`src/rtl/load_hazard_stall_unit_pkg.sv`:
```
// Shared constants for the load-use / busywait / branch stall controller.
package load_hazard_stall_unit_pkg;

  typedef enum logic [1:0] {
    StRun          = 2'd0,
    StMemWait      = 2'd1,
    StMemWaitFlush = 2'd2
  } state_e;

  localparam logic [4:0]  REG_ZERO  = 5'd0;
  // addi x0, x0, 0: the instruction a bubble or flush stands for.
  localparam logic [31:0] NOP_INSTR = 32'h0000_0013;

endpackage

```
`src/rtl/load_hazard_stall_unit_sat.sv`:
```
// Saturating up-counter with synchronous reset and clear.
module sat_counter #(
  parameter int unsigned WIDTH = 32
) (
  input  logic             i_clk,
  input  logic             i_reset,
  input  logic             i_clear,
  input  logic             i_inc,
  output logic [WIDTH-1:0] o_count
);

  logic [WIDTH-1:0] r_count;

  always_ff @(posedge i_clk) begin
    if (i_reset || i_clear) begin
      r_count <= '0;
    end else if (i_inc && (r_count != '1)) begin
      r_count <= r_count + 1'b1;
    end
  end

  assign o_count = r_count;

endmodule

```
`src/rtl/load_hazard_stall_unit.sv`:
```
// Drives PC / IF-ID / ID-EX controls for load-use stalls, busywait freezes and branch
// flushes, with stall statistics and a busywait watchdog.
module load_hazard_stall_unit
  import load_hazard_stall_unit_pkg::*;
#(
  parameter int unsigned COUNT_WIDTH    = 32,
  parameter int unsigned TIMEOUT_CYCLES = 64
) (
  input  logic                   i_clk,
  input  logic                   i_reset,
  input  logic                   i_mem_read_alu_stage,
  input  logic [4:0]             i_rd_address_alu_stage,
  input  logic [4:0]             i_rs1_address_id_stage,
  input  logic [4:0]             i_rs2_address_id_stage,
  input  logic                   i_rs1_used_id_stage,
  input  logic                   i_rs2_used_id_stage,
  input  logic                   i_data_mem_busywait,
  input  logic                   i_branch_taken_alu_stage,
  output logic                   o_pc_write_enable,
  output logic                   o_if_id_write_enable,
  output logic                   o_id_ex_write_enable,
  output logic                   o_id_ex_bubble,
  output logic                   o_if_id_flush,
  output logic [COUNT_WIDTH-1:0] o_stall_cycle_count,
  output logic [COUNT_WIDTH-1:0] o_load_stall_count,
  output logic                   o_mem_timeout_error
);

  localparam int unsigned WdWidth = $clog2(TIMEOUT_CYCLES + 1);

  state_e             r_state;
  state_e             w_state_next;
  logic               w_load_use;
  logic               w_load_stall;
  logic               w_stall_cycle;
  logic               w_timeout_hit;
  logic [WdWidth-1:0] w_wd_count;
  logic               r_mem_timeout_error;

  assign w_load_use = i_mem_read_alu_stage && (i_rd_address_alu_stage != REG_ZERO) &&
                      ((i_rs1_used_id_stage && (i_rs1_address_id_stage == i_rd_address_alu_stage)) ||
                       (i_rs2_used_id_stage && (i_rs2_address_id_stage == i_rd_address_alu_stage)));

  always_comb begin
    o_pc_write_enable    = 1'b1;
    o_if_id_write_enable = 1'b1;
    o_id_ex_write_enable = 1'b1;
    o_id_ex_bubble       = 1'b0;
    o_if_id_flush        = 1'b0;
    w_load_stall         = 1'b0;
    w_state_next         = r_state;
    if (i_reset) begin
      o_id_ex_bubble = 1'b1;
      o_if_id_flush  = 1'b1;
      w_state_next   = StRun;
    end else if (i_data_mem_busywait) begin
      o_pc_write_enable    = 1'b0;
      o_if_id_write_enable = 1'b0;
      o_id_ex_write_enable = 1'b0;
      // A taken branch seen while frozen is remembered until the freeze ends.
      if (i_branch_taken_alu_stage || (r_state == StMemWaitFlush)) begin
        w_state_next = StMemWaitFlush;
      end else begin
        w_state_next = StMemWait;
      end
    end else begin
      w_state_next = StRun;
      if (i_branch_taken_alu_stage || (r_state == StMemWaitFlush)) begin
        o_id_ex_bubble = 1'b1;
        o_if_id_flush  = 1'b1;
      end else if (w_load_use) begin
        o_pc_write_enable    = 1'b0;
        o_if_id_write_enable = 1'b0;
        o_id_ex_bubble       = 1'b1;
        w_load_stall         = 1'b1;
      end
    end
  end

  // A flush also inserts a bubble but is not a stall.
  assign w_stall_cycle = !o_pc_write_enable || !o_if_id_write_enable || !o_id_ex_write_enable ||
                         (o_id_ex_bubble && !o_if_id_flush);

  assign w_timeout_hit = i_data_mem_busywait &&
                         (w_wd_count >= WdWidth'(TIMEOUT_CYCLES - 1));

  always_ff @(posedge i_clk) begin
    if (i_reset) begin
      r_state             <= StRun;
      r_mem_timeout_error <= 1'b0;
    end else begin
      r_state <= w_state_next;
      if (w_timeout_hit) begin
        r_mem_timeout_error <= 1'b1;
      end
    end
  end

  assign o_mem_timeout_error = r_mem_timeout_error;

  sat_counter #(.WIDTH(COUNT_WIDTH)) u_stall_cnt (
    .i_clk   (i_clk),
    .i_reset (i_reset),
    .i_clear (1'b0),
    .i_inc   (w_stall_cycle),
    .o_count (o_stall_cycle_count)
  );

  sat_counter #(.WIDTH(COUNT_WIDTH)) u_load_cnt (
    .i_clk   (i_clk),
    .i_reset (i_reset),
    .i_clear (1'b0),
    .i_inc   (w_load_stall),
    .o_count (o_load_stall_count)
  );

  sat_counter #(.WIDTH(WdWidth)) u_watchdog (
    .i_clk   (i_clk),
    .i_reset (i_reset),
    .i_clear (!i_data_mem_busywait),
    .i_inc   (i_data_mem_busywait),
    .o_count (w_wd_count)
  );

endmodule
```
`config.mk`:
```
export PLATFORM = sky130hd
export DESIGN_NAME = load_hazard_stall_unit
export DESIGN_NICKNAME = d
export VERILOG_FILES = /design/src/rtl/load_hazard_stall_unit_pkg.sv /design/src/rtl/load_hazard_stall_unit_sat.sv /design/src/rtl/load_hazard_stall_unit.sv
export SDC_FILE = /design/constraint.sdc
export NUM_CORES = 1
export LEC_CHECK = 0
export ABC_CLOCK_PERIOD_IN_PS = 1900
export CAP_MARGIN = 20
export CORE_UTILIZATION = 57
export CTS_CLUSTER_DIAMETER = 120
export CTS_CLUSTER_SIZE = 16
export DETAILED_ROUTE_END_ITERATION = 10
export DONT_BUFFER_PORTS = 1
export PLACE_DENSITY_LB_ADDON = 0.2
export REMOVE_ABC_BUFFERS = 1
export SKIP_CTS_REPAIR_TIMING = 1
export SLEW_MARGIN = 20
export SYNTH_ARGS = -nofsm -noshare
export SYNTH_HDL_FRONTEND = slang
export SYNTH_SLANG_ARGS = --single-unit
```
`constraint.sdc`:
```
create_clock -name i_clk -period 1.9 [get_ports i_clk]
set_clock_uncertainty 0.1 [all_clocks]
set_input_delay 0.19 -clock i_clk [delete_from_list [all_inputs] [get_ports i_clk]]
set_output_delay 0.19 -clock i_clk [all_outputs]
set_load 0.005 [all_outputs]
```
# == After elaboration in Yosys (flattened, before gate mapping) ==
# Index checks and enable logic that the tools add are counted.
# classes
n_addsub,3
magnitude_cmp,1
eq_ne,6
muxes,17
bitwise_logic,1
reduce_logical,20
# ops
op,count
$add 32x1->32 const B,2
$ne 32x32->1 const B,2
$mux 1,16
$eq 5x5->1,2
$logic_and 1x1->1,9
$add 7x1->7 const B,1
$ge 7x6->1 const B,1
$ne 7x7->1 const B,1
$logic_or 1x1->1,5
$reduce_bool 5->1,1
$logic_not 1->1,4
$eq 2x2->1 const B,1
$mux 2,1
$reduce_or 2->1,1
$not 1->1,1
# totals
ff_bits,74
inputBits,22
out_inout_bits,70
wordCells,53

# == Logic depth before layout (Yosys ltp) ==
# Gate-level depths: netlist (run 1).
# logic_depth
ltp_word,12
depth_mapped,9
ltp_nobuf,7

# == Cells and area by module ==
# A second synthesis (run 1) with hierarchy kept.
# hier_totals
hier_cells,453
hier_area_um2,4017.6
# modules_own_cells
module,n_inst,cells_per_inst,area_per_inst_um2
sat_counter (u_load_cnt ...),2,189,1681.6
sat_counter (u_watchdog),1,36,341.6
load_hazard_stall_unit,1,39,312.8

# == Worst setup path after synthesis (run 1) ==
# No wires, ideal clock.
# synth_timing
path_type,register -> register
from,register u_stall_cnt.r_count[0] (netlist: u_stall_cnt.o_count[0])
to,register u_stall_cnt.r_count[31] (netlist: u_stall_cnt.o_count[31])
arrival_ns,1.912
slack_ns,-0.236
path_stages_with_launch,9
n_path_buf,1
path_cell_list,dfxtp_1 ha_1 and2_1 nand3_1 or4_4 nand3_2 buf_6 nor4_1 mux2_1
# synth_via
elab_chain_len,2
elab_cells_between_ends,3
classes_between,1 x add/sub; 1 x eq/ne; 1 x reduce/logical
# synth_lines
item,line,text
"start, declared",load_hazard_stall_unit_sat.sv:12,logic [WIDTH-1:0] r_count;
"start signal, assigned",load_hazard_stall_unit_sat.sv:18,r_count <= r_count + 1'b1;
branches (longest 2 deep; another with $add 32x1->32),-,
# Parallel ways; which one is timed is not known.
# A chain may end at the register's enable or synchronous reset.

# == Final worst setup path (run 1) ==
# layout_timing
from,register r_state[0]
to,register u_stall_cnt.r_count[29] (netlist: u_stall_cnt.o_count[29])
# layout_via
elab_chain_len,9
elab_cells_between_ends,17
classes_between,1 x eq/ne; 9 x mux; 7 x reduce/logical
# layout_lines
item,line,text
"start, declared",load_hazard_stall_unit.sv:31,state_e r_state;
"start signal, assigned",load_hazard_stall_unit.sv:89,r_state <= StRun;
"start signal, assigned",load_hazard_stall_unit.sv:92,r_state <= w_state_next;
$eq 2x2->1 *,load_hazard_stall_unit.sv:68,if (i_branch_taken_alu_stage || (r_state == StMemWaitFlush)) begin
$logic_or 1x1->1 *,load_hazard_stall_unit.sv:68,
$mux 1,load_hazard_stall_unit.sv:68,
$mux 1,load_hazard_stall_unit.sv:56,end else if (i_data_mem_busywait) begin
$mux 1,load_hazard_stall_unit.sv:52,if (i_reset) begin
"$logic_not 1->1, on equally long branches","load_hazard_stall_unit.sv:81, load_hazard_stall_unit.sv:82",
$logic_or 1x1->1 / $logic_and 1x1->1 (equally long branches),"load_hazard_stall_unit.sv:81, load_hazard_stall_unit.sv:82",
$logic_or 1x1->1 *,load_hazard_stall_unit.sv:81,assign w_stall_cycle = !o_pc_write_enable || !o_if_id_write_enable || !o_id_ex_write_enable ||
$logic_and 1x1->1 *,load_hazard_stall_unit_sat.sv:17,end else if (i_inc && (r_count != '1)) begin
# Mark *: on every way between the ends. The rest lies on a longest branch, timed or not.

==> metrics.csv, run 1 <==
metric,value,unit
status,finished with violations,
failing checks,"hold timing, setup timing",
worst path arrival time,2.30,ns
Core ar.,0.00639,mm²
Post-DP Area,0.00452,mm²
Worst VDD drop,465,µV
highest clock rate,0.469,GHz
vias in the first global route,3697,
sequential area share after synthesis,0.391,
FF-to-FF path depth,7,
IO Port Bufs,0,
final wirelength,10800,µm
Layout area overhead,35.8,%
final-report max-slew violation count,0,
Worst Setup End Kind,register,
DRC,0,
Combinational Power Share,0.048,
Post-synth EDFFs,0,
Leak,1.91,nW
part of the cycle the worst path needs,1.12,
NetSw,636,µW
GRT overflow,0,
Cell Rows,29,
clock power share,0.402,
Antenna Cells,0,
initial antenna violation count,0,
vias,4023,
All-Layer GR Usage,0.282,
WL/cell,16.7,µm
Synth Cell Area,0.00379,mm²
worst skew pair latency,0.35,ns
Startpoint Class,register,
clock-pin slew on the worst setup and hold paths,0.08,ns
Routed Antenna Nets,0,
total negative slack,-6.41,ns
final hold viol count,57,
final setup fails,58,
Clock Root Buffer,clkbuf_8,
First-pass DRT Iterations,4,
Die Y,83.6,µm
Worst Path Max Fanout,10,
crit path kind,reg -> reg,
die width,83.6,µm
DRT iter0 DRCs,236,
Starting Density,0.594,
clk buf depth,2,
Critical Path End,u_stall_cnt.o_count[29]$_SDFFE_PP0P_,
Max-slew headroom,0.764,
synth unique cells,48,
GPL Wtd Cong,0.779,
via density per instance,6.24,
setup ws final,-0.234,ns
R2R Path Start,r_state[0]$_SDFF_PN0_,
nets,588,
largest net degree at the start of global routing,68,
"Design Area, Final",0.00515,mm²
placed cells,614,
max_cap viols,0,
post-route insts no fill,645,
fraction of layout cells with a size suffix above 1,0.335,
"Req. time, crit path",2.07,ns
hold_ws,-0.188,ns
Design Power,2.84,mW
Async SR Flop Fraction,0,
worst slew pin tran,0.353,ns
PwrDens,551,mW/mm²
Top Ports,92,
Sw Ratio,0.224,
Die ar.,0.00698,mm²
crit path time final,2.13,ns
Sink Count,74,
synthesis-stage register bit count,74,
Flop pwr share,0.550,
Max H-tree Level,3,
hpwl dp,7010,µm
R2R Path End,u_stall_cnt.o_count[29]$_SDFFE_PP0P_,
r2r setup slk,-0.23,ns
Setup crit start,r_state[0]$_SDFF_PN0_,
Post-Syn Instances,462,
yosys warns,0,
CTS tree,done,
main flop type after synthesis,dfxtp_1,
Int Power,2.20,mW
RSZ-0062 raised after global routing,yes,
first-pass GRT wire length,16200,µm
worst min path class,in -> reg,
cts bufs inserted,9,
"Avg Cell Area, Syn",8.21,µm²
cell usage in the layout, fill, tap and decap left out, types with 5 or more instances in the layout:
master and instances:
a21oi_1 46, a21oi_2 10, and3_1 9, buf_4 99, buf_6 5, clkbuf_8 12
dfxtp_1 61, dfxtp_2 13, dlygate4sd3_1 5, inv_1 7, nand2_1 30, nand3_1 30
nand4_1 19, nor2_1 24, o21ai_0 27, o21ai_1 10, o31ai_1 11, or3_1 33
or3_4 6, or4_1 9, or4_4 5, xnor2_1 12, xor2_1 6
area by class of cell:
type	count	area, µm²
Multi-Input combinational cell	355	2350
Clock inverter	2	10.0
Inverter	8	30.0
Sequential cell	74	1500
Timing Repair Buffer	115	990
Clock buffer	14	173
Fill cell	428	1230
Tap cell	77	96.3
critical path: stages, from the launching register on:
cell and delay, ns:
dfxtp_2 0.33, inv_2 0.04, a211o_1 0.30, o21ai_2 0.22
nand3_4 0.20, buf_6 0.20, or4_1 0.50, a21oi_1 0.17
flip-flops by register name, indices dropped and copies added (netlist names):
register	flops
r_state	2
u_watchdog.o_count	7
u_stall_cnt.o_count	32
o_mem_timeout_error	1
u_load_cnt.o_count	32
kinds of logic after synthesis:
logic type                 Yosys count  synth area share
and+or+nand+nor                    203             0.306
AOI/OAI and AO/OA                  125             0.189
DFF                                 74             0.391
buffers and inverters               33            0.0452
xor gates and xnor gates            18            0.0416
muxes                                6            0.0168
adders and majority gates            3           0.00990
synthesized netlist by cell type (all sizes together) (6+ instances only):
library cell,number,share of area
dfxtp,74,0.39
a21oi,56,0.074
o21ai,41,0.054
or3,39,0.064
nand3,33,0.046
nand2,32,0.032
nor2,26,0.026
nand4,20,0.035
buf,14,0.026
or4,14,0.029
o31ai,12,0.024
xnor2,12,0.028
clkbuf,11,0.011
and3,10,0.016
inv,8,0.0079
nor4,7,0.013
xor2,6,0.014
layer usage:
metal | vias to the layer above | global-route usage | wire length, µm
met5 | - | 0 | 0
met4 | 0 | 0.105 | 197
met3 | 22 | 0.0732 | 707
met2 | 144 | 0.492 | 5330
met1 | 1924 | 0.330 | 4520
li1 | 1933 | - | -
stage by stage:
stage | utilization | setup WS [ns]
floorplan | - | -0.733
global placement | 0.708 | -0.123
detailed placement | 0.708 | -0.191
CTS | 0.737 | -0.220
global route | 0.807 | -0.353
finish | 0.807 | -0.234
power groups by stage:
stage | clock network (mW) | registers (mW) | logic [mW]
final | 1.14 | 1.56 | 0.137
after floorplan | 0 | 1.60 | 0.0674
after CTS | 1.15 | 1.56 | 0.105
after detailed placement | 0 | 1.60 | 0.104
after global placement | 0 | 1.59 | 0.100
after global routing | 1.22 | 1.56 | 0.147
how the worst min path moves through the flow:
| stage | start | endpoint | slack [ns] | cells after the start |
|---|---|---|---|---|
| global placement | i_reset | u_stall_cnt.o_count[29]$_SDFFE_PP0P_ | 0.17 | 1 |
| global route | i_reset | u_stall_cnt.o_count[5]$_SDFFE_PP0P_ | -0.21 | 1 |
| finish | i_reset | u_stall_cnt.o_count[27]$_SDFFE_PP0P_ | -0.19 | 1 |
| detailed placement | i_reset | u_load_cnt.o_count[3]$_SDFFE_PP0P_ | 0.17 | 1 |
| floorplan | i_reset | u_load_cnt.o_count[10]$_SDFFE_PP0P_ | 0.16 | 1 |
| CTS | i_reset | u_stall_cnt.o_count[27]$_SDFFE_PP0P_ | -0.20 | 1 |
Power figures use the tool's default switching activity.
==> inputs of run 2 (changes only) <==
--- a/config.mk
+++ b/config.mk
@@ -7,6 +7,7 @@
 export LEC_CHECK = 0
 export ABC_CLOCK_PERIOD_IN_PS = 1900
 export CAP_MARGIN = 20
+export CORE_ASPECT_RATIO = 1.5
 export CORE_UTILIZATION = 57
 export CTS_CLUSTER_DIAMETER = 120
 export CTS_CLUSTER_SIZE = 16
@@ -14,6 +15,7 @@
 export DONT_BUFFER_PORTS = 1
 export PLACE_DENSITY_LB_ADDON = 0.2
 export REMOVE_ABC_BUFFERS = 1
+export SETUP_SLACK_MARGIN = 0.1
 export SKIP_CTS_REPAIR_TIMING = 1
 export SLEW_MARGIN = 20
 export SYNTH_ARGS = -nofsm -noshare
==> run 2 against run 1 <==
Against the previous run:
- the run still ends with hold timing, setup timing left
- final cell count increased by 0.16%
- register-to-register slack about the same
- core utilization increased by 1.3 points
- clock-buffer cell count down 3
- die area up 0.10%
- worst setup slack worse by 0.014 ns
- via count up 2.0%
- clock power increased by 20%
- sequential power hardly changed
- critical endpoint is now u_stall_cnt.o_count[9]$_SDFFE_PP0P_
- largest power group unchanged
==> metrics.csv, run 2 (synthesized netlist as in run 1, its figures left out) <==
metric,value,unit
Worst Setup End Kind,register,
RSZ-0062 raised after global routing,yes,
final setup fails,58,
crit path kind,reg -> reg,
Worst VDD drop,503,µV
total negative slack,-7.97,ns
Int Power,2.40,mW
cts bufs inserted,9,
Routed Antenna Nets,0,
Leak,1.93,nW
"commonest cells after routing, fill and taps aside","100 x buf_4, 51 x dfxtp_1, 46 x a21oi_1",
Die ar.,0.00699,mm²
R2R Path End,u_stall_cnt.o_count[9]$_SDFFE_PP0P_,
initial antenna violation count,0,
vias,4102,
Sw Ratio,0.221,
Clock Root Buffer,clkbuf_8,
PwrDens,584,mW/mm²
R2R Path Start,u_stall_cnt.o_count[5]$_SDFFE_PP0P_,
FF-to-FF path depth,8,
First-pass DRT Iterations,4,
IO Port Bufs,0,
Starting Density,0.589,
fraction of layout cells with a size suffix above 1,0.372,
Die Y,102,µm
Sink Count,74,
Critical Path End,u_stall_cnt.o_count[9]$_SDFFE_PP0P_,
vias in the first global route,3646,
Combinational Power Share,0.049,
GPL Wtd Cong,0.810,
Layout area overhead,39.1,%
final hold viol count,59,
setup ws final,-0.248,ns
final-report max-slew violation count,0,
DRT iter0 DRCs,270,
Startpoint Class,register,
worst slew pin tran,0.433,ns
status,finished with violations,
nets,590,
DRC,0,
Max-slew headroom,0.711,
part of the cycle the worst path needs,1.13,
Util after Layout,0.819,
"Req. time, crit path",2.08,ns
Setup crit start,u_stall_cnt.o_count[5]$_SDFFE_PP0P_,
crit path time final,2.15,ns
GRT overflow,0,
NetSw,682,µW
Worst Path Max Fanout,7,
clock power share,0.445,
max_cap viols,0,
die width,68.6,µm
failing checks,"hold timing, setup timing",
worst path arrival time,2.33,ns
via density per instance,6.35,
hpwl dp,7230,µm
All-Layer GR Usage,0.289,
Cell Rows,36,
hold_ws,-0.205,ns
highest clock rate,0.466,GHz
clock-pin slew on the worst setup and hold paths,0.08,ns
worst skew pair latency,0.35,ns
largest net degree at the start of global routing,68,
first-pass GRT wire length,15500,µm
"most common cell after layout, fill and taps aside",buf_4,
r2r setup slk,-0.25,ns
Flop pwr share,0.506,
Top Ports,92,
WL/cell,18.1,µm
CTS tree,done,
final wirelength,11700,µm
clk buf depth,2,
worst min path class,in -> reg,
Antenna Cells,0,
Max H-tree Level,3,
pre-CTS setup slack,-0.314,ns
Core ar.,0.00644,mm²
[run 2: critical path, cell delays in order, from the launching register on]
cell,delay (ns)
dfxtp_1,0.37
and4_4,0.28
nand3_4,0.10
or4_4,0.55
nand3_4,0.17
buf_4,0.15
buf_6,0.11
o21ai_0,0.09
a21oi_1,0.14
[run 2: worst min path at each step]
| stage | start | endpoint | slack [ns] | cells past startpoint |
|---|---|---|---|---|
| floorplan | i_reset | u_load_cnt.o_count[10]$_SDFFE_PP0P_ | 0.16 | 1 |
| global placement | i_reset | u_load_cnt.o_count[6]$_SDFFE_PP0P_ | 0.16 | 1 |
| detailed placement | i_reset | u_load_cnt.o_count[3]$_SDFFE_PP0P_ | 0.17 | 1 |
| CTS | i_reset | u_load_cnt.o_count[28]$_SDFFE_PP0P_ | -0.21 | 1 |
| global route | i_reset | u_load_cnt.o_count[5]$_SDFFE_PP0P_ | -0.22 | 1 |
| finish | i_reset | u_load_cnt.o_count[5]$_SDFFE_PP0P_ | -0.20 | 1 |
[run 2: routing by layer]
layer,global-route usage,routed length [µm]
met2,0.551,6170
met1,0.285,4370
met3,0.0938,791
met5,0,0
met4,0.0833,378
[run 2: power by group through the flow]
stage          registers [mW]  logic (mW)  clock network (mW)
3_5_place_dp             1.60       0.112                   0
3_3_place_gp             1.59       0.109                   0
5_1_grt                  1.56       0.160                1.45
4_1_cts                  1.56       0.113                1.37
2_1_floorplan            1.60      0.0674                   0
6_report                 1.56       0.151                1.37
[run 2: area by class of cell]
type                            count  area, µm²
Fill cell                         395       1160
Timing Repair Buffer              117       1000
Clock buffer                       11        141
Inverter                            8       30.0
Tap cell                           76       95.1
Sequential cell                    74       1510
Clock inverter                      5       77.6
Multi-Input combinational cell    355       2420
[run 2: per-stage QoR]
step           power, mW  area [µm²]  hold slack (ns)  std cells
2_1_floorplan       1.66        3650            0.159        437
5_1_grt             3.17        5280           -0.219        646
4_1_cts             3.05        4690           -0.207        621
3_3_place_gp        1.70        4470            0.164        605
3_5_place_dp        1.71        4470            0.166        605
6_report            3.08        5280           -0.205        646
==> inputs of run 3 (changes only) <==
--- a/config.mk
+++ b/config.mk
@@ -5,10 +5,11 @@
 export SDC_FILE = /design/constraint.sdc
 export NUM_CORES = 1
 export LEC_CHECK = 0
-export ABC_CLOCK_PERIOD_IN_PS = 1900
+export ABC_CLOCK_PERIOD_IN_PS = 2600
 export CAP_MARGIN = 20
 export CORE_ASPECT_RATIO = 1.5
-export CORE_UTILIZATION = 57
+export CORE_MARGIN = 5
+export CORE_UTILIZATION = 65
 export CTS_CLUSTER_DIAMETER = 120
 export CTS_CLUSTER_SIZE = 16
 export DETAILED_ROUTE_END_ITERATION = 10
==> constraint.sdc (replaced) <==
create_clock -name i_clk -period 2.6 [get_ports i_clk]
set_clock_uncertainty 0.1 [all_clocks]
set_input_delay 0.26 -clock i_clk [delete_from_list [all_inputs] [get_ports i_clk]]
set_output_delay 0.26 -clock i_clk [all_outputs]
set_load 0.005 [all_outputs]
==> run 3 against run 2 <==
Against the previous run:
- the flow now finishes without violations
- routed wire length fell by 22%
- via count fell by 15%
- combinational power down 43%
- worst setup slack gained 0.55 ns
- critical path type unchanged
- largest cell class unchanged
- critical endpoint is now u_stall_cnt.o_count[13]$_SDFFE_PP0P_
- highest routed layer unchanged
==> metrics.csv, run 3 (synthesized netlist as in run 1, its figures left out) <==
metric,value,unit
status,finished clean,
R2R Path Start,u_stall_cnt.o_count[7]$_SDFFE_PP0P_,
Antenna Cells,0,
Top Ports,92,
die width,72.4,µm
First-pass DRT Iterations,4,
Clock Root Buffer,clkbuf_8,
r2r setup slk,0.30,ns
Worst Setup End Kind,register,
highest clock rate,0.435,GHz
crit path time final,2.30,ns
Fillers,454,
initial antenna violation count,0,
Max-slew headroom,0.713,
Hold Crit Start,i_reset,
FF-to-FF path depth,7,
PwrDens,540,mW/mm²
vias in the first global route,3252,
fraction of layout cells with a size suffix above 1,0.0966,
"Req. time, crit path",2.78,ns
post-route insts no fill,538,
GPL Wtd Cong,0.817,
crit path kind,reg -> reg,
max_cap viols,0,
clk buf depth,2,
Max H-tree Level,3,
part of the cycle the worst path needs,0.884,
final wirelength,9100,µm
Die ar.,0.00749,mm²
via density per instance,6.49,
Die Y,104,µm
worst slew pin tran,0.431,ns
DRT iter0 DRCs,215,
All-Layer GR Usage,0.238,
Sink Count,74,
WL/cell,16.9,µm
Layout area overhead,8.12,%
worst min path class,in -> reg,
WHS Endpoint,u_stall_cnt.o_count[23]$_SDFFE_PP0P_,
largest net degree at the start of global routing,68,
cts bufs inserted,9,
final-report max-slew violation count,0,
pre-CTS setup slack,0.195,ns
worst skew pair latency,0.35,ns
GRT overflow,0,
worst path arrival time,2.47,ns
"commonest cells after routing, fill and taps aside","71 x dfxtp_1, 56 x a21oi_1, 39 x or3_1",
R2R Path End,u_stall_cnt.o_count[13]$_SDFFE_PP0P_,
CTS tree,done,
hpwl dp,6420,µm
Leak,1.26,nW
final hold viol count,0,
Startpoint Class,register,
RSZ-0062 raised after global routing,no,
Starting Density,0.660,
Routed Antenna Nets,0,
placed cells,519,
nets,487,
Worst Path Max Fanout,26,
Core ar.,0.00574,mm²
first-pass GRT wire length,14800,µm
setup ws final,0.302,ns
worst hold stages,2,
clock-pin slew on the worst setup and hold paths,0.08,ns
IO Port Bufs,0,
"most common cell after layout, fill and taps aside",dfxtp_1,
vias,3490,
DRC,0,
Worst VDD drop,395,µV
Cell Rows,34,
final setup fails,0,
run 3: cell types whose count changed in the layout (fill, tap and decap cells not counted), sizes merged:
cell         delta
buf            -97
clkbuf          -4
dlygate4sd3     -3
clkinv          +1
clkinvlp        -1
run 3: final cells by class:
cell class,instances,area [µm²],area share
multi-input combinational,355,2150,0.524
tap,72,90.1,0.0220
sequential,74,1490,0.362
timing repair buffer,14,130,0.0317
clock inverter,5,78.8,0.0192
inverter,8,30.0,0.00732
clock buffer,10,138,0.0336
run 3: worst max-delay path by stage:
stage | cells past startpoint | slack, ns | startpoint | end
after floorplan | 7 | -0.03 | u_stall_cnt.o_count[0]$_SDFFE_PP0P_ | u_stall_cnt.o_count[31]$_SDFFE_PP0P_
after global placement | 6 | 0.28 | u_load_cnt.o_count[3]$_SDFFE_PP0P_ | u_load_cnt.o_count[24]$_SDFFE_PP0P_
after detailed placement | 6 | 0.19 | u_load_cnt.o_count[3]$_SDFFE_PP0P_ | u_load_cnt.o_count[24]$_SDFFE_PP0P_
after CTS | 6 | 0.18 | u_load_cnt.o_count[3]$_SDFFE_PP0P_ | u_load_cnt.o_count[24]$_SDFFE_PP0P_
after global routing | 7 | 0.11 | u_stall_cnt.o_count[7]$_SDFFE_PP0P_ | u_stall_cnt.o_count[13]$_SDFFE_PP0P_
final | 7 | 0.30 | u_stall_cnt.o_count[7]$_SDFFE_PP0P_ | u_stall_cnt.o_count[13]$_SDFFE_PP0P_
run 3: layer usage:
layer,vias to the layer above,GRT usage,share of wire
li1,1730,-,-
met1,1669,0.264,0.38
met2,75,0.426,0.54
met3,16,0.0591,0.064
met4,0,0.0874,0.014
met5,-,0,0
run 3: critical path, stage by stage (launching register included):
cell and delay [ns]:
dfxtp_1 0.42, and4_1 0.26, nand3_2 0.23, or4_4 0.58
nand3_2 0.12, buf_4 0.24, o21ai_0 0.13, a21oi_1 0.15
run 3: where the power goes:
group          internal [mW]  switching, mW  leakage, nW
Clock                  0.560          0.429        0.112
Sequential              1.14        0.00407        0.598
Combinational         0.0338         0.0530        0.547
run 3: metrics by stage:
| step | TNS, ns | power (mW) | util | hold slack (ns) | instance area (µm²) |
|---|---|---|---|---|---|
| after floorplan | -0.0327 | 1.22 | - | 0.229 | 3650 |
| after global routing | 0 | 2.29 | 0.714 | 0.0728 | 4100 |
| after detailed placement | 0 | 1.23 | 0.664 | 0.238 | 3820 |
| after CTS | 0 | 2.20 | 0.702 | -0.129 | 4030 |
| final | 0 | 2.22 | 0.714 | 0.0466 | 4100 |
| after global placement | 0 | 1.23 | 0.664 | 0.237 | 3820 |
